--- src/rtl/cnt_arb_pkg.sv ---
// cnt_arb_pkg: shared FSM states, counter command codes and default width for cnt_arbiter
package cnt_arb_pkg;
   typedef enum logic [1:0] {IDLE, ISSUE, RESP} state_t;
   localparam logic CMD_LOAD = 1'b0;
   localparam logic CMD_INC  = 1'b1;
   localparam int   DW_DEF   = 8;
endpackage

--- src/rtl/cnt_arbiter_if.sv ---
// cnt_arbiter_if: requester and counter bus of cnt_arbiter
// Signals: req/req_cmd/req_data/req_addr (requests), gnt (grant pulse),
// rsp_valid/rsp_id/rsp_data (response), cmd/data/addr (counter drive), dout (counter value).
// slave = arbiter side, master = requester/counter environment side.
interface cnt_arbiter_if
   import cnt_arb_pkg::*;
#(
   parameter int NREQ = 4,
   parameter int DW   = DW_DEF
);
   localparam int IW = $clog2(NREQ);
   logic [NREQ-1:0]    req;
   logic [NREQ-1:0]    req_cmd;
   logic [NREQ*DW-1:0] req_data;
   logic [NREQ*DW-1:0] req_addr;
   logic [NREQ-1:0]    gnt;
   logic               rsp_valid;
   logic [IW-1:0]      rsp_id;
   logic [DW-1:0]      rsp_data;
   logic               cmd;
   logic [DW-1:0]      data;
   logic [DW-1:0]      addr;
   logic [DW-1:0]      dout;
   modport slave (
      input  req, req_cmd, req_data, req_addr, dout,
      output gnt, rsp_valid, rsp_id, rsp_data, cmd, data, addr
   );
   modport master (
      output req, req_cmd, req_data, req_addr, dout,
      input  gnt, rsp_valid, rsp_id, rsp_data, cmd, data, addr
   );
endinterface

--- src/rtl/cnt_arbiter_rr_pick.sv ---
// rr_pick: combinational winner select; round-robin from ptr_i, or lowest-index
// priority when CNT_ARB_FIXED_PRIO_EN is defined (ptr_i then does not exist).
// Ports: req_i (requests), ptr_i (search start), onehot_o (winner one-hot),
// idx_o (winner index), any_o (some request active).
module rr_pick #(
   parameter int NREQ = 4,
   localparam int IW  = $clog2(NREQ)
) (
   input  logic [NREQ-1:0] req_i,
`ifndef CNT_ARB_FIXED_PRIO_EN
   input  logic [IW-1:0]   ptr_i,
`endif
   output logic [NREQ-1:0] onehot_o,
   output logic [IW-1:0]   idx_o,
   output logic            any_o
);
   // Scan from the far end back toward the start so the first match in search order is kept last.
   always_comb begin
      onehot_o = '0;
      idx_o    = '0;
      for (int k = NREQ - 1; k >= 0; k--) begin
`ifdef CNT_ARB_FIXED_PRIO_EN
         automatic int i = k;
`else
         automatic int i = (int'(ptr_i) + k) % NREQ;
`endif
         if (req_i[i]) begin
            onehot_o    = '0;
            onehot_o[i] = 1'b1;
            idx_o       = IW'(i);
         end
      end
   end
   assign any_o = |req_i;
endmodule

--- src/rtl/cnt_arbiter.sv ---
// cnt_arbiter: shares one load/increment counter among NREQ requesters, one op per 3 cycles.
// Ports: clk, rst (sync, active-high), bus (cnt_arbiter_if.slave: requests in, grant,
// response and counter drive out, counter value dout in).
// CNT_ARB_FIXED_PRIO_EN selects fixed lowest-index priority instead of round-robin.
module cnt_arbiter
   import cnt_arb_pkg::*;
#(
   parameter int NREQ = 4,
   parameter int DW   = DW_DEF,
   localparam int IW  = $clog2(NREQ)
) (
   input logic          clk,
   input logic          rst,
   cnt_arbiter_if.slave bus
);
   state_t          state_q, state_d;
   logic [IW-1:0]   id_q, id_d;
   logic            cmd_q, cmd_d;
   logic [DW-1:0]   data_q, data_d;
   logic [DW-1:0]   addr_q, addr_d;
   logic [NREQ-1:0] win_oh;
   logic [IW-1:0]   win_idx;
   logic            win_any;
   logic            issue, resp;
`ifndef CNT_ARB_FIXED_PRIO_EN
   logic [IW-1:0]   ptr_q, ptr_d;
`endif

   rr_pick #(.NREQ(NREQ)) u_pick (
      .req_i    (bus.req),
`ifndef CNT_ARB_FIXED_PRIO_EN
      .ptr_i    (ptr_q),
`endif
      .onehot_o (win_oh),
      .idx_o    (win_idx),
      .any_o    (win_any)
   );

   always_ff @(posedge clk) begin
      if (rst) begin
         state_q <= IDLE;
         id_q    <= '0;
         cmd_q   <= CMD_LOAD;
         data_q  <= '0;
         addr_q  <= '0;
`ifndef CNT_ARB_FIXED_PRIO_EN
         ptr_q   <= '0;
`endif
      end else begin
         state_q <= state_d;
         id_q    <= id_d;
         cmd_q   <= cmd_d;
         data_q  <= data_d;
         addr_q  <= addr_d;
`ifndef CNT_ARB_FIXED_PRIO_EN
         ptr_q   <= ptr_d;
`endif
      end
   end

   always_comb begin
      state_d = state_q;
      id_d    = id_q;
      cmd_d   = cmd_q;
      data_d  = data_q;
      addr_d  = addr_q;
`ifndef CNT_ARB_FIXED_PRIO_EN
      ptr_d   = ptr_q;
`endif
      case (state_q)
         IDLE: if (win_any) begin
            state_d = ISSUE;
            id_d    = win_idx;
            cmd_d   = bus.req_cmd[win_idx];
            data_d  = bus.req_data[win_idx*DW +: DW];
            addr_d  = bus.req_addr[win_idx*DW +: DW];
`ifndef CNT_ARB_FIXED_PRIO_EN
            ptr_d   = (win_idx == IW'(NREQ - 1)) ? '0 : win_idx + 1'b1;
`endif
         end
         ISSUE:   state_d = RESP;
         default: state_d = IDLE;
      endcase
   end

   // Outputs are gated by rst so a reset landing in ISSUE/RESP abandons the op immediately.
   assign issue         = (state_q == ISSUE) && !rst;
   assign resp          = (state_q == RESP) && !rst;
   assign bus.gnt       = ((state_q == IDLE) && !rst) ? win_oh : '0;
   // Outside ISSUE the counter reloads its own value so it holds.
   assign bus.cmd       = issue ? cmd_q : CMD_LOAD;
   assign bus.data      = issue ? data_q : bus.dout;
   assign bus.addr      = issue ? addr_q : '0;
   assign bus.rsp_valid = resp;
   assign bus.rsp_id    = resp ? id_q : '0;
   assign bus.rsp_data  = resp ? bus.dout : '0;
endmodule

--- src/flat_wrapper.sv ---
// flat-port wrapper written by rule: the top's interface ports become plain ports
module cnt_arbiter_flat import cnt_arb_pkg::*;
#(
   parameter int NREQ = 4,
   parameter int DW   = DW_DEF,
   localparam int IW  = $clog2(NREQ)
)
  (clk, rst, bus_req, bus_req_cmd, bus_req_data, bus_req_addr, bus_dout, bus_gnt, bus_rsp_valid, bus_rsp_id, bus_rsp_data, bus_cmd, bus_data, bus_addr);
  cnt_arbiter_if #(.NREQ(NREQ), .DW(DW)) bus_i ();
  input logic clk;
  input logic rst;
  input wire logic [$bits(bus_i.req)-1:0] bus_req;
  input wire logic [$bits(bus_i.req_cmd)-1:0] bus_req_cmd;
  input wire logic [$bits(bus_i.req_data)-1:0] bus_req_data;
  input wire logic [$bits(bus_i.req_addr)-1:0] bus_req_addr;
  input wire logic [$bits(bus_i.dout)-1:0] bus_dout;
  output wire logic [$bits(bus_i.gnt)-1:0] bus_gnt;
  output wire logic [$bits(bus_i.rsp_valid)-1:0] bus_rsp_valid;
  output wire logic [$bits(bus_i.rsp_id)-1:0] bus_rsp_id;
  output wire logic [$bits(bus_i.rsp_data)-1:0] bus_rsp_data;
  output wire logic [$bits(bus_i.cmd)-1:0] bus_cmd;
  output wire logic [$bits(bus_i.data)-1:0] bus_data;
  output wire logic [$bits(bus_i.addr)-1:0] bus_addr;
  assign bus_i.req = bus_req;
  assign bus_i.req_cmd = bus_req_cmd;
  assign bus_i.req_data = bus_req_data;
  assign bus_i.req_addr = bus_req_addr;
  assign bus_i.dout = bus_dout;
  assign bus_gnt = bus_i.gnt;
  assign bus_rsp_valid = bus_i.rsp_valid;
  assign bus_rsp_id = bus_i.rsp_id;
  assign bus_rsp_data = bus_i.rsp_data;
  assign bus_cmd = bus_i.cmd;
  assign bus_data = bus_i.data;
  assign bus_addr = bus_i.addr;
  cnt_arbiter #(.NREQ(NREQ), .DW(DW)) u_core (.clk(clk), .rst(rst), .bus(bus_i));
endmodule
--- config.mk ---
export PLATFORM = sky130hd
export DESIGN_NAME = cnt_arbiter_flat
export DESIGN_NICKNAME = d
export VERILOG_FILES = /design/src/rtl/cnt_arb_pkg.sv /design/src/rtl/cnt_arbiter_if.sv /design/src/rtl/cnt_arbiter_rr_pick.sv /design/src/rtl/cnt_arbiter.sv /design/src/flat_wrapper.sv
export SDC_FILE = /design/constraint.sdc
export NUM_CORES = 1
export LEC_CHECK = 0
export ABC_CLOCK_PERIOD_IN_PS = 3900
export CAP_MARGIN = 20
export CORE_MARGIN = 4
export CORE_UTILIZATION = 43
export CTS_CLUSTER_DIAMETER = 30
export DETAILED_ROUTE_END_ITERATION = 7
export GPL_TIMING_DRIVEN = 1
export PLACE_DENSITY_LB_ADDON = 0.25
export SYNTH_ARGS = -nofsm -noshare
export SYNTH_HDL_FRONTEND = slang
export SYNTH_SLANG_ARGS = --single-unit
--- constraint.sdc ---
create_clock -name clk -period 3.9 [get_ports clk]
set_input_delay 0.78 -clock clk [delete_from_list [all_inputs] [get_ports clk]]
set_output_delay 0.78 -clock clk [all_outputs]
set_load 0.1 [all_outputs]
==> qor.csv <==
stage;metric;value;unit
run_status;status;finished clean;
place;post-placement cell count;462;
power;Leak;1.57;nW
place;port buffer count;113;
setup_path;Largest stage delay, worst path;0.64;ns
final_layout;layout cells sized above 1;21.8;%
die;num rows;27;
clock_network;clock buffer depth;2;
timing;RSZ-0062 raised after global routing;no;
clock_network;CTS tree;yes;
power;Worst VDD drop;0.312;mV
routing;vias per inst;6.08;
synthesis;Syn. warnings;0;
routing;DR WL/cell;19.0;um
clock_network;CTS Root Cell;clkbuf_8;
global_route;pin count of the biggest net entering global routing;28;
min_path;worst hold-check path type;register to register;
timing;max_slew headroom;52.6;%
setup_path;worst path cell trace;buf_4, mux4_2, nor2b_1, a22o_1, mux2i_1, o21ai_1, buf_12;
die;chip height;84.6;um
clock_network;TritonCTS Sinks;23;
die;total die area;7160;um^2
routing;Post-DRT Antenna Nets;0;
die;Starting Density;45.0;%
clock_network;clock-pin slew on the worst setup and hold paths;0.09;ns
final_layout;final core utilization;71.9;%
synthesis;syn avg cell area;8.83;um^2
setup_path;WS Path Type;register to output pin;
setup_path;Worst Path Required;3.12;ns
flow_run;max_cap viols;0;
synthesis;synth unique cells;55;
final_layout;Final Non-Filler Cells;466;
setup_path;Arrival @ worst endpoint;2.95;ns
global_route;first-pass GRT wire length;13.8;mm
clock_network;# resized after CTS;0;
final_layout;n_diodes;0;
final_layout;area delta synth->final;59.6;%
clock_network;number of buffers created by CTS;3;
synthesis;mapped cell area;2520;um^2
timing;Final Skew;0.00148;ns
synthesis;asr flop ratio synth;0;%
global_route;GR Overflow Total;0;
synthesis;Net Count, Synth;376;
die;Core Area;5610;um^2
final_layout;Nets;485;
global_route;vias in the first global route;2741;
timing;Final Hold Violating Endpoints;0;
setup_path;critical-path maximum fanout;22;
die;die width;84.6;um
routing;drt drc;0;
timing;worst slew pin tran;0.707;ns
synthesis;Synth top area share;18.2;%
timing;Final Cycle Share;95.5;%
routing;via count;2834;
routing;total routed wirelength;8.87;mm
timing;Fmax achieved;0.268;GHz
min_path;worst hold path cell count;2;
synthesis;EDFF count, synth;0;
power;Power Dens Cells;480;nW/um^2
timing;post-layout min period;3.73;ns
timing;final setup vio count;0;
synthesis;dominant cell type by area after synthesis;dfxtp_1;
clock_network;worst skew pair latency;0.27;ns
setup_path;CP Capture Type;output pin;
synthesis;Most used DFF post-synth;dfxtp_1;
setup_path;CP max-delay cell;dfxtp_1;
routing;DRT Pass-1 Iters;6;
final_layout;most frequent cells in the layout;clkdlybuf4s50_1, buf_12, dfxtp_1;
synthesis;Seq/Total Area, Yosys;18.2;%
final_layout;fillers;473;
clock_network;hold bufs inserted after CTS;0;
place;gp weighted congestion;0.830;
synthesis;ranking of synthesized cells by area;dfxtp_1, mux2_2, mux2i_1;
final_layout;commonest non-fill, non-tap cell in the layout;clkdlybuf4s50_1;
synthesis;Mapped Cells;286;
place;DP HPWL;6.75;mm
die;I/O pin cnt;114;
synthesis;Synth Register Bits;23;
timing;Slew Limit Fails;0;
setup_path;R2R cell count;8;
global_route;GRT Resource Usage Total;23.4;%
clock_network;Post-CTS Setup Inserts;0;
routing;First DRT Iteration DRCs;175;
global_route;initial antenna violation count;0;
setup_path;crit path launch type;register;
clock_network;# H-tree levels;1;
timing;worst hold slack;0.471;ns
==> cells by family after synthesis <==
logic type,synth area share [%]
AOI/OAI and AO/OA,28.5
and+or+nand+nor,21.5
muxes,18.8
buffers and inverters,8.97
DFF,18.2
adders and majority gates,3.96
==> cell type report <==
type                       instances  area [um^2]  share of cell area (%)
multi-input combinational        234         1850                    45.8
timing repair buffer             129         1570                    39.0
sequential                        23          460                    11.4
tap                               72         90.1                    2.24
clock buffer                       3         41.3                    1.02
inverter                           4         15.0                   0.373
clock inverter                     1         5.00                   0.124
==> critical path, delay by kind of cell (launching register included) <==
kind	cells	cell delay, ns
multiplexers	2	0.71
flip-flops	1	0.64
buffers and inverters	2	0.59
AO/OA/AOI/OAI	2	0.45
AND/OR/NAND/NOR	1	0.27
==> Yosys cell counts, types with 5 or more instances <==
cell type / n
o311ai_1: 8
ha_1: 8
nor2b_1: 10
clkbuf_8: 5
dfxtp_1: 23
mux2i_1: 17
o21ai_0: 21
o21a_1: 10
a222oi_1: 8
o211ai_1: 8
mux2_2: 17
nand2_1: 12
clkbuf_1: 8
nor2_1: 8
o22ai_1: 9
nor3b_1: 11
and3_1: 8
and2_1: 19
nand3_1: 13
a221oi_1: 8
==> flip-flops by register name, indices dropped and copies added, names as in the netlist <==
signal	cells
u_core.addr_q	8
u_core.state_q	2
u_core.cmd_q	1
u_core.id_q	2
u_core.data_q	8
u_core.ptr_q	2
==> where the power goes <==
group | internal [mW] | switching [mW]
sequential | 0.312 | 0.0477
combinational | 0.613 | 0.805
clock | 0.0716 | 0.0856
==> through the flow <==
stage	power, mW	setup slack (ns)	TNS (ns)	cell area, um^2
floorplan	1.42	-0.145	-0.436	2530
global placement	1.73	0.355	0	3980
detailed placement	1.77	0.252	0	3980
CTS	1.93	0.244	0	4030
global route	2.04	0.0493	0	4030
finish	1.94	0.175	0	4030
==> layer usage <==
layer  share of wire (%)  vias up  wire [um]  global-route usage (%)
li1                    -     1333          -                       -
met1                  40     1339       3510                    26.9
met2                  52      148       4580                    44.0
met3                 7.1       14        633                    4.12
met4                 1.7        0        150                    6.19
met5                   0        -          0                       0
==> path summary, 6_finish.rpt <==
kind,slack (ns),from,endpoint
max,0.17,u_core.ptr_q[0],bus_gnt[1]
min,0.47,u_core.addr_q[2],u_core.addr_q[2]
max reg2reg,0.63,u_core.ptr_q[0],u_core.data_q[5]
min reg2reg,0.47,u_core.addr_q[2],u_core.addr_q[2]
Power figures use the tool's default switching activity.
